==> config.mk <==
export PLATFORM = sky130hd
export DESIGN_NAME = pipe_hazard_ctrl_flat
export DESIGN_NICKNAME = d
export VERILOG_FILES = /design/src/rtl/pipe_hazard_ctrl_pkg.sv /design/src/rtl/pipe_hazard_ctrl_if.sv /design/src/rtl/pipe_hazard_ctrl_hazard_cmp.sv /design/src/rtl/pipe_hazard_ctrl.sv /design/src/flat_wrapper.sv
export SDC_FILE = /design/constraint.sdc
export NUM_CORES = 1
export LEC_CHECK = 0
export BUFFER_PORTS_ARGS = -buffer_cell sky130_fd_sc_hd__buf_2
export CORE_ASPECT_RATIO = 1.2
export CORE_UTILIZATION = 55
export DETAILED_ROUTE_END_ITERATION = 7
export PLACE_DENSITY = 0.88
export SYNTH_ARGS = -nofsm -noshare
export SYNTH_HDL_FRONTEND = slang
export SYNTH_SLANG_ARGS = --single-unit
==> constraint.sdc <==
create_clock -name clk -period 5.5 [get_ports clk]
set_clock_uncertainty 0.15 [all_clocks]
set_input_delay 0.55 -clock clk [delete_from_list [all_inputs] [get_ports clk]]
set_output_delay 0.55 -clock clk [all_outputs]
set_load 0.03 [all_outputs]
==> src/rtl/pipe_hazard_ctrl_pkg.sv <==
// Shared constants for the pipeline hazard controller: register-index width,
// the x0 register index and the sequencer state encoding.
package pipe_hazard_ctrl_pkg;

   localparam int REG_IDX_W = 5;
   localparam logic [REG_IDX_W-1:0] REG_X0 = '0;

   typedef logic [1:0] state_t;

   localparam state_t ST_RUN      = 2'd0;
   localparam state_t ST_MEM_WAIT = 2'd1;
   localparam state_t ST_FAULT    = 2'd2;

endpackage

==> src/rtl/pipe_hazard_ctrl_if.sv <==
// Bundle between the datapath and the hazard controller: hazard sources in,
// per-register stall/flush controls plus status out.
interface pipe_hazard_ctrl_if #(
   parameter int WAIT_W = 5,
   parameter int PERF_W = 32
);
   import pipe_hazard_ctrl_pkg::*;

   logic [REG_IDX_W-1:0] id_rs1;
   logic [REG_IDX_W-1:0] id_rs2;
   logic                 id_use_rs1;
   logic                 id_use_rs2;
   logic [REG_IDX_W-1:0] ex_rd;
   logic                 ex_mem_read;
   logic                 ex_branch_taken;
   logic                 mem_access;
   logic                 dmem_ready;
   logic                 fault_clear;

   logic                 stall_pc;
   logic                 stall_if_id;
   logic                 stall_id_ex;
   logic                 stall_ex_mem;
   logic                 stall_mem_wb;
   logic                 flush_if_id;
   logic                 flush_id_ex;
   logic                 flush_ex_mem;
   logic                 flush_mem_wb;
   logic                 mem_fault;
   logic [WAIT_W-1:0]    wait_cnt;
   logic [PERF_W-1:0]    perf_stall_cnt;

   modport master (
      output id_rs1, id_rs2, id_use_rs1, id_use_rs2, ex_rd, ex_mem_read,
             ex_branch_taken, mem_access, dmem_ready, fault_clear,
      input  stall_pc, stall_if_id, stall_id_ex, stall_ex_mem, stall_mem_wb,
             flush_if_id, flush_id_ex, flush_ex_mem, flush_mem_wb,
             mem_fault, wait_cnt, perf_stall_cnt
   );

   modport slave (
      input  id_rs1, id_rs2, id_use_rs1, id_use_rs2, ex_rd, ex_mem_read,
             ex_branch_taken, mem_access, dmem_ready, fault_clear,
      output stall_pc, stall_if_id, stall_id_ex, stall_ex_mem, stall_mem_wb,
             flush_if_id, flush_id_ex, flush_ex_mem, flush_mem_wb,
             mem_fault, wait_cnt, perf_stall_cnt
   );

endinterface

==> src/rtl/pipe_hazard_ctrl_hazard_cmp.sv <==
// Load-use comparator: does the ID instruction read the register a load in EX writes?
// Latency: purely combinational.
// Backpressure: none; the hit feeds the stall logic in the same cycle.
module hazard_cmp
   import pipe_hazard_ctrl_pkg::*;
(
   input  logic [REG_IDX_W-1:0] rs1,
   input  logic [REG_IDX_W-1:0] rs2,
   input  logic                 use_rs1,
   input  logic                 use_rs2,
   input  logic [REG_IDX_W-1:0] rd,
   input  logic                 mem_read,
   output logic                 hit
);

   // Writes to x0 are discarded, so they can never create a dependency.
   assign hit = mem_read && (rd != REG_X0) &&
                ((use_rs1 && (rs1 == rd)) || (use_rs2 && (rs2 == rd)));

endmodule

==> src/rtl/pipe_hazard_ctrl.sv <==
// Stall/flush sequencer for PC and the four pipeline registers, with memory-wait timeout.
// Latency: stall/flush combinational from state+inputs; state and counters registered.
// Backpressure: dmem_ready low on a memory access freezes PC..EX/MEM and bubbles MEM/WB.
module pipe_hazard_ctrl
   import pipe_hazard_ctrl_pkg::*;
#(
   parameter int MAX_WAIT = 16,
   parameter int WAIT_W   = 5,
   parameter int PERF_W   = 32
) (
   input  logic            clk,
   input  logic            reset_n,
   pipe_hazard_ctrl_if.slave hz
);

   localparam logic [WAIT_W-1:0] WAIT_MAX = WAIT_W'(MAX_WAIT);
   localparam logic [WAIT_W-1:0] WAIT_ONE = WAIT_W'(1);

   state_t              state;
   state_t              state_nxt;
   logic [WAIT_W-1:0]   wait_q;
   logic [WAIT_W-1:0]   wait_nxt;
   logic                fault_q;
   logic                fault_nxt;
   logic [PERF_W-1:0]   perf_q;
   logic                load_use_hit;
   logic                mem_wait;

   hazard_cmp u_hazard_cmp (
      .rs1      (hz.id_rs1),
      .rs2      (hz.id_rs2),
      .use_rs1  (hz.id_use_rs1),
      .use_rs2  (hz.id_use_rs2),
      .rd       (hz.ex_rd),
      .mem_read (hz.ex_mem_read),
      .hit      (load_use_hit)
   );

   assign mem_wait = hz.mem_access && !hz.dmem_ready;

   // A memory wait freezes EX and ID, so branch and load-use responses wait for release.
   always_comb begin
      hz.stall_pc     = 1'b0;
      hz.stall_if_id  = 1'b0;
      hz.stall_id_ex  = 1'b0;
      hz.stall_ex_mem = 1'b0;
      hz.stall_mem_wb = 1'b0;
      hz.flush_if_id  = 1'b0;
      hz.flush_id_ex  = 1'b0;
      hz.flush_ex_mem = 1'b0;
      hz.flush_mem_wb = 1'b0;
      if (state == ST_FAULT) begin
         hz.stall_pc     = 1'b1;
         hz.flush_if_id  = 1'b1;
         hz.flush_id_ex  = 1'b1;
         hz.flush_ex_mem = 1'b1;
         hz.flush_mem_wb = 1'b1;
      end else if (mem_wait) begin
         hz.stall_pc     = 1'b1;
         hz.stall_if_id  = 1'b1;
         hz.stall_id_ex  = 1'b1;
         hz.stall_ex_mem = 1'b1;
         hz.flush_mem_wb = 1'b1;
      end else if (hz.ex_branch_taken) begin
         hz.flush_if_id  = 1'b1;
         hz.flush_id_ex  = 1'b1;
      end else if (load_use_hit) begin
         hz.stall_pc     = 1'b1;
         hz.stall_if_id  = 1'b1;
         hz.flush_id_ex  = 1'b1;
      end
   end

   always_comb begin
      state_nxt = state;
      wait_nxt  = wait_q;
      fault_nxt = fault_q;
      case (state)
         ST_RUN: begin
            if (mem_wait) begin
               state_nxt = ST_MEM_WAIT;
               wait_nxt  = WAIT_ONE;
            end
         end
         ST_MEM_WAIT: begin
            if (!mem_wait) begin
               state_nxt = ST_RUN;
               wait_nxt  = '0;
            end else if (wait_q < WAIT_MAX) begin
               wait_nxt  = wait_q + WAIT_ONE;
            end else begin
               state_nxt = ST_FAULT;
               fault_nxt = 1'b1;
            end
         end
         ST_FAULT: begin
            if (hz.fault_clear) begin
               state_nxt = ST_RUN;
               wait_nxt  = '0;
               fault_nxt = 1'b0;
            end
         end
         default: begin
            state_nxt = ST_RUN;
            wait_nxt  = '0;
            fault_nxt = 1'b0;
         end
      endcase
   end

   always_ff @(posedge clk or negedge reset_n) begin
      if (!reset_n) begin
         state   <= ST_RUN;
         wait_q  <= '0;
         fault_q <= 1'b0;
         perf_q  <= '0;
      end else begin
         state   <= state_nxt;
         wait_q  <= wait_nxt;
         fault_q <= fault_nxt;
         if (hz.stall_pc && (perf_q != '1))
            perf_q <= perf_q + PERF_W'(1);
      end
   end

   assign hz.mem_fault      = fault_q;
   assign hz.wait_cnt       = wait_q;
   assign hz.perf_stall_cnt = perf_q;

endmodule
==> src/flat_wrapper.sv <==
// flat-port wrapper written by rule: the top's interface ports become plain ports
module pipe_hazard_ctrl_flat import pipe_hazard_ctrl_pkg::*;
#(
   parameter int MAX_WAIT = 16,
   parameter int WAIT_W   = 5,
   parameter int PERF_W   = 32
)
  (clk, reset_n, hz_id_rs1, hz_id_rs2, hz_id_use_rs1, hz_id_use_rs2, hz_ex_rd, hz_ex_mem_read, hz_ex_branch_taken, hz_mem_access, hz_dmem_ready, hz_fault_clear, hz_stall_pc, hz_stall_if_id, hz_stall_id_ex, hz_stall_ex_mem, hz_stall_mem_wb, hz_flush_if_id, hz_flush_id_ex, hz_flush_ex_mem, hz_flush_mem_wb, hz_mem_fault, hz_wait_cnt, hz_perf_stall_cnt);
  pipe_hazard_ctrl_if #(.WAIT_W(WAIT_W), .PERF_W(PERF_W)) hz_i ();
  input  logic clk;
  input  logic reset_n;
  input wire logic [$bits(hz_i.id_rs1)-1:0] hz_id_rs1;
  input wire logic [$bits(hz_i.id_rs2)-1:0] hz_id_rs2;
  input wire logic [$bits(hz_i.id_use_rs1)-1:0] hz_id_use_rs1;
  input wire logic [$bits(hz_i.id_use_rs2)-1:0] hz_id_use_rs2;
  input wire logic [$bits(hz_i.ex_rd)-1:0] hz_ex_rd;
  input wire logic [$bits(hz_i.ex_mem_read)-1:0] hz_ex_mem_read;
  input wire logic [$bits(hz_i.ex_branch_taken)-1:0] hz_ex_branch_taken;
  input wire logic [$bits(hz_i.mem_access)-1:0] hz_mem_access;
  input wire logic [$bits(hz_i.dmem_ready)-1:0] hz_dmem_ready;
  input wire logic [$bits(hz_i.fault_clear)-1:0] hz_fault_clear;
  output wire logic [$bits(hz_i.stall_pc)-1:0] hz_stall_pc;
  output wire logic [$bits(hz_i.stall_if_id)-1:0] hz_stall_if_id;
  output wire logic [$bits(hz_i.stall_id_ex)-1:0] hz_stall_id_ex;
  output wire logic [$bits(hz_i.stall_ex_mem)-1:0] hz_stall_ex_mem;
  output wire logic [$bits(hz_i.stall_mem_wb)-1:0] hz_stall_mem_wb;
  output wire logic [$bits(hz_i.flush_if_id)-1:0] hz_flush_if_id;
  output wire logic [$bits(hz_i.flush_id_ex)-1:0] hz_flush_id_ex;
  output wire logic [$bits(hz_i.flush_ex_mem)-1:0] hz_flush_ex_mem;
  output wire logic [$bits(hz_i.flush_mem_wb)-1:0] hz_flush_mem_wb;
  output wire logic [$bits(hz_i.mem_fault)-1:0] hz_mem_fault;
  output wire logic [$bits(hz_i.wait_cnt)-1:0] hz_wait_cnt;
  output wire logic [$bits(hz_i.perf_stall_cnt)-1:0] hz_perf_stall_cnt;
  assign hz_i.id_rs1 = hz_id_rs1;
  assign hz_i.id_rs2 = hz_id_rs2;
  assign hz_i.id_use_rs1 = hz_id_use_rs1;
  assign hz_i.id_use_rs2 = hz_id_use_rs2;
  assign hz_i.ex_rd = hz_ex_rd;
  assign hz_i.ex_mem_read = hz_ex_mem_read;
  assign hz_i.ex_branch_taken = hz_ex_branch_taken;
  assign hz_i.mem_access = hz_mem_access;
  assign hz_i.dmem_ready = hz_dmem_ready;
  assign hz_i.fault_clear = hz_fault_clear;
  assign hz_stall_pc = hz_i.stall_pc;
  assign hz_stall_if_id = hz_i.stall_if_id;
  assign hz_stall_id_ex = hz_i.stall_id_ex;
  assign hz_stall_ex_mem = hz_i.stall_ex_mem;
  assign hz_stall_mem_wb = hz_i.stall_mem_wb;
  assign hz_flush_if_id = hz_i.flush_if_id;
  assign hz_flush_id_ex = hz_i.flush_id_ex;
  assign hz_flush_ex_mem = hz_i.flush_ex_mem;
  assign hz_flush_mem_wb = hz_i.flush_mem_wb;
  assign hz_mem_fault = hz_i.mem_fault;
  assign hz_wait_cnt = hz_i.wait_cnt;
  assign hz_perf_stall_cnt = hz_i.perf_stall_cnt;
  pipe_hazard_ctrl #(.MAX_WAIT(MAX_WAIT), .WAIT_W(WAIT_W), .PERF_W(PERF_W)) u_core (.clk(clk), .reset_n(reset_n), .hz(hz_i));
endmodule
==> results.md <==
- Largest family of logic cells by synthesized area: simple AND/OR/NAND/NOR gates
- Post-DP HPWL: 3.48 mm
- First-pass GRT wire length: about 7.7 mm
- Synthesized cell area: between 2000 and 2500 um^2
- Die Wd: 60.8 um
- Routed len/inst: 13.8 um
- TritonCTS clock tree: built
- TritonCTS buffer count: 5
- Largest net degree at the start of global routing: between 40 and 50
- Total GRT Usage: 0.231
- Syn_area_per_cell: between 10 and 15 um^2
- Final antenna-violating net count: 0
- Slew margin rel.: 0.374
- Number of max-cap violations: 0
- Initial Util: 0.575
- Top-area cell type share of the netlist area: 0.438
- Critical Path AT: 2500 ps
- Setup TNS: 0 ps
- DRC viols: 0
- CP Launch Type: primary input
- CTS clock-pin slew for the worst setup and hold paths: 70 ps
- H-tree Lvls: 2
- Rows: 25
- Final min period: 3200 ps
- Final setup viols: 0
- Net Sw Frac: 0.366
- DRT Pass-1 Iters: 4
- Mapped Nets: 250
- Slew @ Worst Pin: 937 ps
- Proportion of layout cells with a drive suffix above 1: 0.328
- RSZ-0062 raised after global routing: no
- Status: completed
- Post-synth EDFFs: 0
- Post-CTS setup buffers: 0
- ANT cells: 0
- Post-synthesis sequential area ratio: 0.438
- Critical Path RT: 4800 ps
- Gr ovfl total: 0
- Clock latency on the worst-skew pair: approximately 290 ps
- Simple-Gate Fraction of Synth Area: 0.273
- Crit Path Max Fanout: 32
- CP Class: primary input to output port
- CTS sink cnt: 40
- Vias: 1,927
- Dominant cell type by area after synthesis: dfrtp_1
- Most used DFF post-synth: dfrtp_1
- Input/output buffers: 69
- Detailed Route Iter0 Violations: 60
- Area contributors post-synth: dfrtp_1 (44%), xor2_1 (11%), xnor2_1 (4.6%)
- Synth Area in XOR/XNOR: 0.157
- RD Place Congestion: 0.800
- Overall die area: 4410 um^2
- Unique masters post-synth: 46
- Mux share of post-synthesis cell area: 0.0115
- Die Height: ~73 um
- Yosys reg bits: 40
- Most numerous cell in the Yosys netlist: dfrtp_1
- Pleak: about 1.3 nW
- Utilization after layout: 0.683
- Gate Count Post-Synth: 224
- CTS Hold Buffers Added: 0
- Synth async-reset ratio: 1.00
- Initial antenna violation count: 0
- Drt total wl: 4.76 mm
- Hold/Removal Path Class: primary input to async pin
- Fin. Hold Viols: 0
- Worst setup EP type: output port
- Yosys Warn Count: 0
- Clock Path Buffers: 2
- Synth top cells by count: dfrtp_1 (40), xor2_1 (29), nand2_1 (22), nor3_1 (18), xnor2_1 (12)
- Via/cell ratio: around 5.6
- Final Net Count: 316
- Placed Cells incl. Taps: 337
- Final-report max-slew violation count: 0
- Clock power frac: 0.233
- Worst vdd ir: about 280 uV
- Post-synthesis compound-gate area fraction: 0.0734
- Number of global-route vias before repair: between 1,500 and 2,000
- P_sw: 0.283 mW
- Power Internal: 0.489 mW
- Root buffer cell: clkbuf_8
- Logic pwr share: 0.281
- Area grow syn2layout: 18.8%
- Fmax: 312 MHz
- Cell Pwr Density: 285 nW/um^2
- Sequential Power Share: 0.486
- Resized Gates After CTS: 0
- Total I/O pin count: 71
- Non-Filler Instances: 344
- CORE AREA: just under 4000 um^2
- Final period util: 0.582
- Post-Synth Adder-Cell Area: 0.0110
-- placed cells by master (no fill, tap or decap), drive strengths merged, types with 2 or more instances in the layout --
cell type / instances
mux2: 2
inv: 4
a21o: 2
clkbuf: 6
nand4: 9
a211oi: 2
xnor2: 12
dfrtp: 40
nand2b: 2
buf: 69
nand3: 11
ha: 2
xor2: 29
nor3: 19
nor4b: 4
nor2: 11
a21oi: 6
and4: 2
nor4: 7
and3: 6
o21ai: 7
nand2: 22
-- worst paths after layout --
check	startpoint	end	slack, ps	cells past startpoint
max	hz_ex_rd[0]	hz_stall_pc	2300	7
min	reset_n	u_core.hz.perf_stall_cnt[13]$_DFFE_PN0P_	220	1
max reg2reg	u_core.state[0]$_DFFE_PN0P_	u_core.hz.perf_stall_cnt[28]$_DFFE_PN0P_	3010	5
min reg2reg	u_core.hz.perf_stall_cnt[23]$_DFFE_PN0P_	u_core.hz.perf_stall_cnt[23]$_DFFE_PN0P_	340	1
max in group asynchronous	reset_n	u_core.hz.perf_stall_cnt[4]$_DFFE_PN0P_	4430	1
min in group clk	u_core.hz.perf_stall_cnt[23]$_DFFE_PN0P_	u_core.hz.perf_stall_cnt[23]$_DFFE_PN0P_	340	1
-- stage by stage --
stage	area, um^2	total power [mW]	hold slack [ps]	worst slack (ps)
floorplan	2280	0.526	104	2950
global placement	2640	0.593	314	2300
detailed placement	2640	0.600	327	2270
CTS	2710	0.781	250	2280
global route	2710	0.813	284	2060
finish	2710	0.772	221	2300
-- state kept, by name, summed over array words and instances (netlist names) --
register / count
u_core.hz.perf_stall_cnt: 32
u_core.hz.mem_fault: 1
u_core.state: 2
u_core.hz.wait_cnt: 5
-- layer usage --
| layer | GRT usage | wire, um |
|---|---|---|
| met3 | 0.0532 | 205 |
| met2 | 0.408 | 2660 |
| met1 | 0.264 | 1860 |
| met4 | 0.0934 | 38 |
| met5 | 0 | 0 |
-- area by class of cell --
class | instances | area (um^2)
Sequential cell | 40 | 1000
Clock buffer | 6 | 72.6
Multi-Input combinational cell | 170 | 1210
Inverter | 4 | 15.0
Tap cell | 54 | 67.6
Clock inverter | 1 | 5.00
Fill cell | 333 | 1260
Timing Repair Buffer | 69 | 345
-- critical path, cell delays in order --
cell and delay (ps):
buf_2 130, or4_1 510, o21ai_1 170, nor2_1 100
a21oi_4 750, inv_1 80, buf_2 210
-- cell families after synthesis --
kind of cell	after synthesis
compound gates	24
other cells	1
buf+inv	14
simple gates	100
xor+xnor	41
fa+ha+maj	2
flops	40
mux	2
-- power by group through the flow --
| stage | Combinational [mW] | Clock, mW | Sequential (mW) |
|---|---|---|---|
| finish | 0.217 | 0.180 | 0.375 |
| global route | 0.234 | 0.198 | 0.381 |
| CTS | 0.221 | 0.185 | 0.375 |
| detailed placement | 0.220 | 0 | 0.380 |
| global placement | 0.213 | 0 | 0.380 |
| floorplan | 0.0824 | 0 | 0.444 |
No activity file was read; power rests on OpenSTA's default activity.
